**src/rtl/elevator_car_ctrl_if.sv**
```systemverilog
// Scheduler-facing bundle for one elevator car.
// The scheduler drives the dispatch and safety inputs; the car controller reports position and status.
interface elevator_car_ctrl_if;
    logic       moveEnable;
    logic [1:0] target;
    logic       estop;
    logic       doorObstruct;
    logic [1:0] currentFloor;
    logic       busy;
    logic       movingUp;
    logic       movingDown;
    logic       doorOpen;
    logic       arrived;

    modport master (
        output moveEnable, target, estop, doorObstruct,
        input  currentFloor, busy, movingUp, movingDown, doorOpen, arrived
    );

    modport slave (
        input  moveEnable, target, estop, doorObstruct,
        output currentFloor, busy, movingUp, movingDown, doorOpen, arrived
    );
endinterface

```
**src/rtl/elevator_car_ctrl.sv**
```systemverilog
// Single-car controller for a four-floor shaft: accepts one dispatch while idle,
// travels floor by floor on a tick counter, then holds the door open before going idle.
module elevator_car_ctrl #(
    parameter int FLOOR_TICKS = 4,
    parameter int DOOR_TICKS  = 3
) (
    input  logic               clk,
    input  logic               rst,
    elevator_car_ctrl_if.slave io_car
);
    typedef enum logic [1:0] {
        IDLE      = 2'd0,
        MOVE_UP   = 2'd1,
        MOVE_DOWN = 2'd2,
        DOOR_OPEN = 2'd3
    } state_t;

    localparam logic [7:0] FLOOR_LAST = 8'(FLOOR_TICKS - 1);
    localparam logic [7:0] DOOR_LAST  = 8'(DOOR_TICKS - 1);
    localparam logic [1:0] TOP_FLOOR  = 2'd3;
    localparam logic [1:0] GND_FLOOR  = 2'd0;

    state_t     r_state;
    state_t     w_nextState;
    logic [1:0] r_floor;
    logic [1:0] w_nextFloor;
    logic [1:0] r_tgt;
    logic [1:0] w_nextTgt;
    logic [7:0] r_travelCnt;
    logic [7:0] w_nextTravelCnt;
    logic [7:0] r_doorCnt;
    logic [7:0] w_nextDoorCnt;
    logic [1:0] w_stepFloor;
    logic       r_busy;
    logic       r_movingUp;
    logic       r_movingDown;
    logic       r_doorOpen;
    logic       r_arrived;

    always_ff @(posedge clk or posedge rst) begin
        if (rst) begin
            r_state <= IDLE;
        end else begin
            r_state <= w_nextState;
        end
    end

    // An asserted estop holds every default, which freezes state, floor and both counters.
    always_comb begin
        w_nextState     = r_state;
        w_nextFloor     = r_floor;
        w_nextTgt       = r_tgt;
        w_nextTravelCnt = r_travelCnt;
        w_nextDoorCnt   = r_doorCnt;
        w_stepFloor     = r_floor;
        if (!io_car.estop) begin
            case (r_state)
                IDLE: begin
                    if (io_car.moveEnable) begin
                        w_nextTgt       = io_car.target;
                        w_nextTravelCnt = 8'd0;
                        w_nextDoorCnt   = 8'd0;
                        if (io_car.target > r_floor) begin
                            w_nextState = MOVE_UP;
                        end else if (io_car.target < r_floor) begin
                            w_nextState = MOVE_DOWN;
                        end else begin
                            w_nextState = DOOR_OPEN;
                        end
                    end
                end
                MOVE_UP, MOVE_DOWN: begin
                    if (r_travelCnt == FLOOR_LAST) begin
                        // Saturate at the shaft ends so the floor can never wrap.
                        if (r_state == MOVE_UP) begin
                            w_stepFloor = (r_floor == TOP_FLOOR) ? r_floor : r_floor + 2'd1;
                        end else begin
                            w_stepFloor = (r_floor == GND_FLOOR) ? r_floor : r_floor - 2'd1;
                        end
                        w_nextFloor     = w_stepFloor;
                        w_nextTravelCnt = 8'd0;
                        if (w_stepFloor == r_tgt) begin
                            w_nextState   = DOOR_OPEN;
                            w_nextDoorCnt = 8'd0;
                        end
                    end else begin
                        w_nextTravelCnt = r_travelCnt + 8'd1;
                    end
                end
                DOOR_OPEN: begin
                    if (io_car.doorObstruct) begin
                        w_nextDoorCnt = 8'd0;
                    end else if (r_doorCnt == DOOR_LAST) begin
                        w_nextState   = IDLE;
                        w_nextDoorCnt = 8'd0;
                    end else begin
                        w_nextDoorCnt = r_doorCnt + 8'd1;
                    end
                end
                default: begin
                    w_nextState = IDLE;
                end
            endcase
        end
    end

    // Status flags are registered from the next state so they line up with r_state exactly.
    always_ff @(posedge clk or posedge rst) begin
        if (rst) begin
            r_floor      <= 2'd0;
            r_tgt        <= 2'd0;
            r_travelCnt  <= 8'd0;
            r_doorCnt    <= 8'd0;
            r_busy       <= 1'b0;
            r_movingUp   <= 1'b0;
            r_movingDown <= 1'b0;
            r_doorOpen   <= 1'b0;
            r_arrived    <= 1'b0;
        end else begin
            r_floor      <= w_nextFloor;
            r_tgt        <= w_nextTgt;
            r_travelCnt  <= w_nextTravelCnt;
            r_doorCnt    <= w_nextDoorCnt;
            r_busy       <= (w_nextState != IDLE);
            r_movingUp   <= (w_nextState == MOVE_UP);
            r_movingDown <= (w_nextState == MOVE_DOWN);
            r_doorOpen   <= (w_nextState == DOOR_OPEN);
            r_arrived    <= (w_nextState == DOOR_OPEN) && (r_state != DOOR_OPEN);
        end
    end

    // Motion indicators drop in the same cycle estop is raised, not one cycle later.
    assign io_car.currentFloor = r_floor;
    assign io_car.busy         = r_busy;
    assign io_car.movingUp     = r_movingUp & ~io_car.estop;
    assign io_car.movingDown   = r_movingDown & ~io_car.estop;
    assign io_car.doorOpen     = r_doorOpen;
    assign io_car.arrived      = r_arrived;
endmodule

```
**src/flat_wrapper.sv**
```systemverilog
// flat-port wrapper written by rule: the top's interface ports become plain ports
module elevator_car_ctrl_flat 
#(
    parameter int FLOOR_TICKS = 4,
    parameter int DOOR_TICKS  = 3
)
  (clk, rst, io_car_moveEnable, io_car_target, io_car_estop, io_car_doorObstruct, io_car_currentFloor, io_car_busy, io_car_movingUp, io_car_movingDown, io_car_doorOpen, io_car_arrived);
  elevator_car_ctrl_if io_car_i ();
  input  logic clk;
  input  logic rst;
  input wire logic [$bits(io_car_i.moveEnable)-1:0] io_car_moveEnable;
  input wire logic [$bits(io_car_i.target)-1:0] io_car_target;
  input wire logic [$bits(io_car_i.estop)-1:0] io_car_estop;
  input wire logic [$bits(io_car_i.doorObstruct)-1:0] io_car_doorObstruct;
  output wire logic [$bits(io_car_i.currentFloor)-1:0] io_car_currentFloor;
  output wire logic [$bits(io_car_i.busy)-1:0] io_car_busy;
  output wire logic [$bits(io_car_i.movingUp)-1:0] io_car_movingUp;
  output wire logic [$bits(io_car_i.movingDown)-1:0] io_car_movingDown;
  output wire logic [$bits(io_car_i.doorOpen)-1:0] io_car_doorOpen;
  output wire logic [$bits(io_car_i.arrived)-1:0] io_car_arrived;
  assign io_car_i.moveEnable = io_car_moveEnable;
  assign io_car_i.target = io_car_target;
  assign io_car_i.estop = io_car_estop;
  assign io_car_i.doorObstruct = io_car_doorObstruct;
  assign io_car_currentFloor = io_car_i.currentFloor;
  assign io_car_busy = io_car_i.busy;
  assign io_car_movingUp = io_car_i.movingUp;
  assign io_car_movingDown = io_car_i.movingDown;
  assign io_car_doorOpen = io_car_i.doorOpen;
  assign io_car_arrived = io_car_i.arrived;
  elevator_car_ctrl #(.FLOOR_TICKS(FLOOR_TICKS), .DOOR_TICKS(DOOR_TICKS)) u_core (.clk(clk), .rst(rst), .io_car(io_car_i));
endmodule
```
**config.mk**
```make
export PLATFORM = sky130hd
export DESIGN_NAME = elevator_car_ctrl_flat
export DESIGN_NICKNAME = d
export VERILOG_FILES = /design/src/rtl/elevator_car_ctrl_if.sv /design/src/rtl/elevator_car_ctrl.sv /design/src/flat_wrapper.sv
export SDC_FILE = /design/constraint.sdc
export NUM_CORES = 1
export LEC_CHECK = 0
export BUFFER_PORTS_ARGS = -buffer_cell sky130_fd_sc_hd__buf_4
export CORE_ASPECT_RATIO = 1.2
export CORE_MARGIN = 2
export CORE_UTILIZATION = 45
export CTS_BUF_LIST = sky130_fd_sc_hd__clkbuf_8
export DETAILED_ROUTE_END_ITERATION = 6
export GPL_TIMING_DRIVEN = 0
export SLEW_MARGIN = 25
export SYNTH_ARGS = -nofsm -noshare
export SYNTH_HDL_FRONTEND = slang
export SYNTH_SLANG_ARGS = --single-unit
```
**constraint.sdc**
```tcl
create_clock -name clk -period 3.3 [get_ports clk]
set_input_delay 0.165 -clock clk [delete_from_list [all_inputs] [get_ports clk]]
set_output_delay 0.165 -clock clk [all_outputs]
set_load 0.01 [all_outputs]
```
==> metrics.csv, run 1 <==
metric;value;unit
status;complete, no violations;
yosys_register_bits;27;
grt_max_degree;28;
hpwl;2.272;mm
synth_fp_nets;189;
grt_pass1_vias;1289;
rrSetupSlack;850;ps
synth_top_area_share;42.96;%
initial_utilization;47.11;%
post_route_cells_drive_above_1_share;16.15;%
synth_edf_count;0;
nets;208;
worst_clock_skew;2.431;ps
finalPower;1134;uW
fin_setup_tns;0;ps
detail-route-antenna-nets;0;
yosysUniqueCellTypes;41;
peakVddDrop;0.0004030;V
synth_flop_cell;dfrtp_1;
area_delta_synth_final;12.65;%
yosysMostFrequentCell;dfrtp_1;
dieArea;3986;um2
netlist_instances;174;
clk_path_buf_depth;2;
fp.dieW;57.97;um
wl_per_cell;13.33;um
cp_max_fo;10;
finalSetupViolCount;0;
gp_congestion;0.7916;
clock_sinks;27;
rsz0062_at_grt;false;
vias;1321;
grt_pass1_wl;5.402;mm
rows;23;
p_leak;0.0008238;uW
synth_common_cells;dfrtp_1, o21ai_0, inv_1, nand2_1, nor2_1;
via_per_inst;5.769;
clock_latency;270;ps
fmaxAchievable;0.4075;GHz
grt.total_usage;17.41;%
cts_root_buffer;clkbuf_8;
antenna_found_initial;0;
clkTransAtPathRegs;90;ps
yosysWarningCount;0;
numCtsBuffers;3;
drtIter0Drc;65;
die_h;68.76;um
ys_seq_area_share;42.96;%
hold_path.class;primary input to flop;
htree_levels;1;
cap_violations;0;
powerDensity;640.2;nW/um2
cts_resized;0;
min_period;2454;ps
overflow;0;
dr.pass1.iters;4;
synth_area;1573;um2
critPathCaptureType;flop;
dpl.cell_count;224;
hold_viol_final;0;
insertedDiodeCount;0;
routed_wl;3.052;mm
path_class;flop to flop;
ys_top_cells_by_area;dfrtp_1, o21ai_0, ha_1;
required;3490;ps
place_ws;855.3;ps
cts_tree;yes;
fin_util;53.07;%
avgSynthCellArea;9.039;um2
synth_area_leader_cell;dfrtp_1;
fin_crit_sh;74.36;%
final_cells;229;
tightest_slew;779.7;ps
core;3338;um2
drc;0;
num_io_pins;14;
io_buffers;13;
slew_headroom;48.02;%
worst_slack;846.1;ps
async_reset_ff_share;100.0;%
drv_slew;0;
startpoint_type;flop;
crit_arrival;2650;ps
[layout by cell type, fill, tap and decap left out, types with 2 or more instances in the layout]
master     n
dfrtp_1   27
o21ai_0   23
inv_1     15
nand2_1   14
nor2_1    13
buf_4     13
o31ai_1   10
ha_1       8
nand3_1    7
nor2b_1    7
and3_1     5
a31oi_1    4
a21oi_1    3
nand2b_1   3
or2_2      3
buf_2      3
clkbuf_8   3
or4_1      2
nor4_1     2
a221oi_1   2
[area by class of cell]
cell class	count	area [um2]
Sequential cell	27	675.6
Multi-Input combinational cell	127	817.0
Clock inverter	1	3.754
Inverter	16	61.31
Fill cell	324	1567
Timing Repair Buffer	14	107.6
Tap cell	37	46.29
Buffer	4	18.77
Clock buffer	3	41.29
[per-layer routing]
metal	part of all wire (%)	track usage, %
met3	2.6	2.612
met5	0	0
met4	0.75	7.267
met2	52	30.26
met1	44	21.62
[cells by family after synthesis]
family	Yosys count	share of synthesized area [%]
DFF	27	42.96
adders and majority gates	8	6.365
AOI/OAI and AO/OA	52	21.88
and+or+nand+nor	65	22.44
muxes	1	0.7159
buffers and inverters	20	5.090
xor gates and xnor gates	1	0.5570
[sequential cells by signal (all words and copies together), names as in the netlist]
| signal | count |
|---|---|
| u_core.io_car.arrived | 1 |
| u_core.io_car.busy | 1 |
| u_core.r_movingDown | 1 |
| u_core.io_car.doorOpen | 1 |
| u_core.io_car.currentFloor | 2 |
| u_core.r_travelCnt | 8 |
| u_core.r_tgt | 2 |
| u_core.r_doorCnt | 8 |
| u_core.r_state | 2 |
| u_core.r_movingUp | 1 |
[where the power goes]
group          internal (uW)  switching (uW)  total, uW
clock                   83.2            97.9        181
sequential               403            70.0        473
combinational            204             277        480
total                    690             445       1130
[metrics by stage]
step / hold WS [ps] / instance area [um2]
6_report: 149.5 / 1772
5_1_grt: 147.8 / 1772
4_1_cts: 144.0 / 1762
3_5_place_dp: 429.1 / 1717
3_3_place_gp: 419.5 / 1717
2_1_floorplan: 217.7 / 1573
[timing repair]
| item | in CTS | in global routing |
|---|---|---|
| hold buffers | 0 | 1 |
| setup buffers | 0 | 0 |
| hold endpoints to repair | 0 | 27 |
[final timing paths]
| check | startpoint | to | cells past startpoint |
|---|---|---|---|
| max in group asynchronous | rst | u_core.r_state[1] | 3 |
| worst min register to register | u_core.r_doorCnt[7] | u_core.r_doorCnt[7] | 1 |
| worst min-delay path | io_car_target[1] | u_core.r_tgt[1] | 2 |
| worst max-delay path | u_core.r_travelCnt[0] | u_core.r_doorCnt[6] | 7 |
| min in group asynchronous | rst | u_core.r_doorCnt[5] | 3 |
| worst max register to register | u_core.r_travelCnt[0] | u_core.r_doorCnt[6] | 7 |
[critical path, cell delays in order, from the launching register on]
cell,delay [ps]
dfrtp_1,410
ha_1,250
or4b_4,500
o21ai_4,250
o311ai_1,160
buf_2,200
or4_4,520
o211ai_2,80
Note: power is estimated with default switching activity, not from simulation.
==> inputs of run 2 (changes only) <==
Settings changed: ABC_AREA set to 1.
Clock period 3.3 ns to 2.6 ns, I/O delays scaled along.
==> metrics.csv, run 2 <==
metric;value;unit
status;complete, no violations;
synth_flop_cell;dfrtp_1;
rows;24;
peakVddDrop;0.0003596;V
synth_top_family_by_area;simple AND/OR/NAND/NOR gates;
clock_sinks;27;
critPathCaptureType;flop;
dieArea;4238;um2
grt_pass1_vias;1342;
max_stage_delay;440;ps
initial_utilization;46.60;%
slew_headroom;61.37;%
clk_path_buf_depth;2;
synthAdderAreaFrac;5.961;%
yosysMostFrequentCell;nand2_1;
synth_compound_area_share;12.30;%
worst_clock_skew;5.524;ps
async_reset_ff_share;100.0;%
mostFrequentLayoutCell;nand2_1;
synth_edf_count;0;
yosysUniqueCellTypes;35;
die_h;70.92;um
nets;240;
synth_area;1679;um2
grt.total_usage;16.93;%
slowest_stage;dfrtp_1;
cp_max_fo;8;
post_route_cells_drive_above_1_share;21.88;%
cp_common_cell;nor3b_2;
ys_seq_area_share;40.24;%
routed_wl;3.242;mm
numCtsBuffers;3;
fin_crit_sh;75.28;%
required;2760;ps
avgSynthCellArea;8.112;um2
fmaxAchievable;0.5109;GHz
yosys_register_bits;27;
synth.area.mux_share;0.6706;%
htree_levels;1;
synth_area_leader_cell;dfrtp_1;
reg2reg_depth;12;
rrSetupSlack;640;ps
io_buffers;12;
cts_setup_buffers;0;
tightest_slew;574.1;ps
path_class;flop to flop;
finalInstanceArea;1877;um2
dr.pass1.iters;4;
clock_latency;280;ps
cts_tree;yes;
num_io_pins;14;
drc;0;
synth_fp_nets;222;
hp-start;io_car_target[1];
critPathBufInv;3;
rr_startpoint;u_core.r_state[0];
min_to;u_core.r_tgt[1];
synth_top_area_share;40.24;%
timing.rr.end;u_core.r_travelCnt[6];
cap_violations;0;
fp.dieW;59.76;um
post_dp_cell_area;1818;um2
area_delta_synth_final;11.77;%
fin_setup_tns;0;ps
hold_path_depth;2;
yosysWarningCount;0;
drtIter0Drc;39;
insertedDiodeCount;0;
largestRegisters;u_core.r_doorCnt x8, u_core.r_travelCnt x8;
gp_congestion;0.9152;
num-fill-cells;373;
detail-route-antenna-nets;0;
overflow;0;
netlist_instances;207;
rsz0062_at_grt;false;
ys_top_cells_by_area;dfrtp_1, nand2_1, inv_1;
cp_top_family;simple AND/OR/NAND/NOR gates;
cts_root_buffer;clkbuf_8;
powerDensity;1007;nW/um2
synth_xor_area_share;0;%
min_period;1957;ps
grt_pass1_wl;5.623;mm
grt_max_degree;28;
vias;1375;
drv_slew;0;
path_cells;inv_1, ha_1, inv_2, nor2_4, nor2_8, nand2_8, inv_6, nand3_4, nor3b_2, nand2_1, nor2_1, nor3b_2;
finalSetupViolCount;0;
hold_viol_final;0;
synth_common_cells;nand2_1, inv_1, dfrtp_1, nor2_1, nand3_1;
wl_per_cell;12.33;um
yosys.area_share.simple;31.37;%
startpoint_type;flop;
antenna_found_initial;0;
p_leak;0.0009150;uW
core;3603;um2
clkTransAtPathRegs;100;ps
crit_arrival;2120;ps
hold_path.class;primary input to flop;
hpwl;2.547;mm
via_per_inst;5.228;
final_cell_mix;nand2_1, inv_1, dfrtp_1, nor2_1;
-- run 2: changes by cell type after synthesis, moves of 6 or more --
cell	previous run	this run
nand2_1	14	44
o31ai_1	10	0
nand3_1	7	13
inv_1	15	30
o21ai_0	23	6
nor2_1	13	19
a21oi_1	3	12
nor2b_1	7	0
-- run 2: worst max path at each step --
stage / start / endpoint / slack (ps) / cells after the start
after floorplan: u_core.r_state[0] / u_core.r_travelCnt[6] / 910 / 12
after global placement: u_core.r_state[0] / u_core.r_travelCnt[6] / 740 / 12
after detailed placement: u_core.r_state[0] / u_core.r_travelCnt[6] / 670 / 12
after CTS: u_core.r_state[0] / u_core.r_travelCnt[6] / 650 / 12
after global routing: u_core.r_state[0] / u_core.r_travelCnt[6] / 480 / 12
final: u_core.r_state[0] / u_core.r_travelCnt[6] / 640 / 12
-- run 2: worst register-to-register path, delay by kind of cell (launching register included) --
family	cells	cell delay, ps
buffers and inverters	3	300
AND/OR/NAND/NOR	8	850
flip-flops	1	440
adder cells (fa/ha/maj)	1	260
-- run 2: power by group --
| group | leakage, uW | switching [uW] | internal, uW |
|---|---|---|---|
| Clock | 0.0000217 | 138 | 109 |
| Combinational | 0.000545 | 617 | 366 |
| Sequential | 0.000349 | 105 | 554 |
-- run 2: timing repair --
action                    CTS  global route
resized for setup           0             0
hold endpoints to repair    0            27
hold buffers                0             1
-- run 2: metrics by stage --
step                      total power (uW)  hold slack (ps)  std cells  setup slack (ps)  utilization (%)
after floorplan                       1404            182.7        207             912.2                -
after global placement                1622            385.3        258             741.1            50.45
after detailed placement              1659            390.4        258             665.4            50.45
after CTS                             1918            95.97        262             651.6            51.81
after global routing                  2080            97.26        263             484.6            52.08
final                                 1891            104.6        263             642.6            52.08
-- run 2: cell families (layout without fill, tap and decap cells) --
logic type	after synthesis	in the layout
AOI/OAI and AO/OA	33	33
adders and majority gates	8	8
buffers and inverters	38	55
DFF	27	27
and+or+nand+nor	100	100
muxes	1	1
-- run 2: layer usage --
metal	GRT usage, %	up-vias	share of wire (%)
met5	0	-	0
met4	5.432	0	1.4
met3	2.011	6	1.4
met2	32.00	12	56
met1	18.85	657	41
li1	-	700	-
-- run 2: layout make-up --
class / instances / area [um2] / share of cell area, %
inverter: 36 / 140.1 / 7.467
clock inverter: 1 / 7.507 / 0.4000
timing repair buffer: 13 / 100.1 / 5.333
buffer: 2 / 18.77 / 1.000
clock buffer: 3 / 41.29 / 2.200
sequential: 27 / 675.6 / 36.00
tap: 39 / 48.80 / 2.600
multi-input combinational: 142 / 844.6 / 45.00
==> inputs of run 3 (changes only) <==
Settings changed: ABC_AREA 1 to 0.
Clock period 2.6 ns to 2 ns, I/O delays scaled along.
==> metrics.csv, run 3 (synthesized netlist as in run 1, its figures left out) <==
metric;value;unit
cp_max_fo;4;
final_cell_mix;buf_4, dfrtp_1, o21ai_0, inv_1, nor2_1;
rsz0062_at_grt;true;
fin_setup_tns;-776.1;ps
io_buffers;13;
fp.dieW;57.97;um
dpl.cell_count;224;
drv_slew;0;
hpwl;2.217;mm
die_h;68.76;um
wl_per_cell;14.16;um
required;2170;ps
grt_max_degree;28;
detail-route-antenna-nets;0;
htree_levels;1;
place_ws;-314.8;ps
via_per_inst;5.717;
dieArea;3986;um2
p_leak;0.0008975;uW
status;complete, but fails checks;
post_route_cells_drive_above_1_share;31.03;%
hold_path.class;primary input to flop;
worst_clock_skew;3.225;ps
fmaxAchievable;0.4718;GHz
clkTransAtPathRegs;90;ps
worst_slack;-119.5;ps
clk_path_buf_depth;2;
critPathCaptureType;flop;
grt.total_usage;18.30;%
insertedDiodeCount;0;
routed_wl;3.399;mm
drc;0;
dr.pass1.iters;4;
violations;setup timing;
cts_root_buffer;clkbuf_8;
antenna_found_initial;0;
mostFrequentLayoutCell;buf_4;
final_cells;240;
drtIter0Drc;63;
clock_sinks;27;
peakVddDrop;0.0006580;V
finalSetupViolCount;12;
num_io_pins;14;
tightest_slew;569.3;ps
largestRegisters;u_core.r_doorCnt x8, u_core.r_travelCnt x8;
hold_path_depth;2;
cts_tree;yes;
numCtsBuffers;3;
area_delta_synth_final;23.55;%
powerDensity;1083;nW/um2
grt_pass1_vias;1338;
fin_crit_sh;106.0;%
hold_viol_final;0;
overflow;0;
fin_util;58.21;%
hold_ws;64.05;ps
initial_utilization;47.11;%
crit_arrival;2290;ps
clock_latency;270;ps
startpoint_type;flop;
core;3338;um2
min_period;2119;ps
rows;23;
gp_congestion;0.8418;
path_class;flop to flop;
grt_pass1_wl;5.699;mm
vias;1372;
slew_headroom;61.99;%
cap_violations;0;
nets;219;
reg2reg_depth;7;
run 3: layout make-up:
class | count | area, um2
fillers | 311 | 1395
multi-input cells | 127 | 889.6
flip-flops and latches | 27 | 679.4
repair buffers | 27 | 205.2
inverters | 16 | 61.31
well taps | 37 | 46.29
clock buffers | 3 | 41.29
plain buffers | 2 | 15.01
clock inverters | 1 | 5.005
run 3: repair_timing:
item	in CTS	in global routing
gates resized for setup	22	5
cloned	0	0
endpoints found under the setup margin	24	23
pin swaps	9	1
endpoints found under the hold margin	0	27
buffers inserted	11	2
hold buffers	0	1
run 3: power by group:
group          leakage, uW  internal [uW]  switching, uW
clock            0.0000255            140            174
combinational     0.000518            463            541
sequential        0.000354            669            117
total             0.000897           1270            832
run 3: path summary, 6_finish.rpt:
kind,start,end,slack [ps]
max in group asynchronous,rst,u_core.io_car.currentFloor[1],1160
max,u_core.r_state[0],u_core.r_doorCnt[7],-120
max reg2reg,u_core.r_state[0],u_core.r_doorCnt[7],-120
min,io_car_target[1],u_core.r_tgt[1],60
min in group asynchronous,rst,u_core.r_travelCnt[1],430
min reg2reg,u_core.r_travelCnt[7],u_core.r_travelCnt[7],500
run 3: worst max-delay path, cell delays in order, from the launching register on:
cell	delay, ps
dfrtp_2	450
ha_4	170
or4_4	500
nand2_2	90
o311ai_1	100
or2_0	240
buf_4	150
o41ai_2	310
run 3: layer usage:
metal	up-vias	wire [um]	global-route usage [%]
met5	-	0	0
met4	0	44	7.558
met3	5	107	2.612
met2	31	1690	32.81
met1	656	1556	22.03
li1	680	-	-
run 3: per-stage QoR:
step           area [um2]  power [uW]
2_1_floorplan        1583        1364
3_3_place_gp         1727        1570
3_5_place_dp         1727        1592
4_1_cts              1917        2054
5_1_grt              1943        2267
6_report             1943        2104
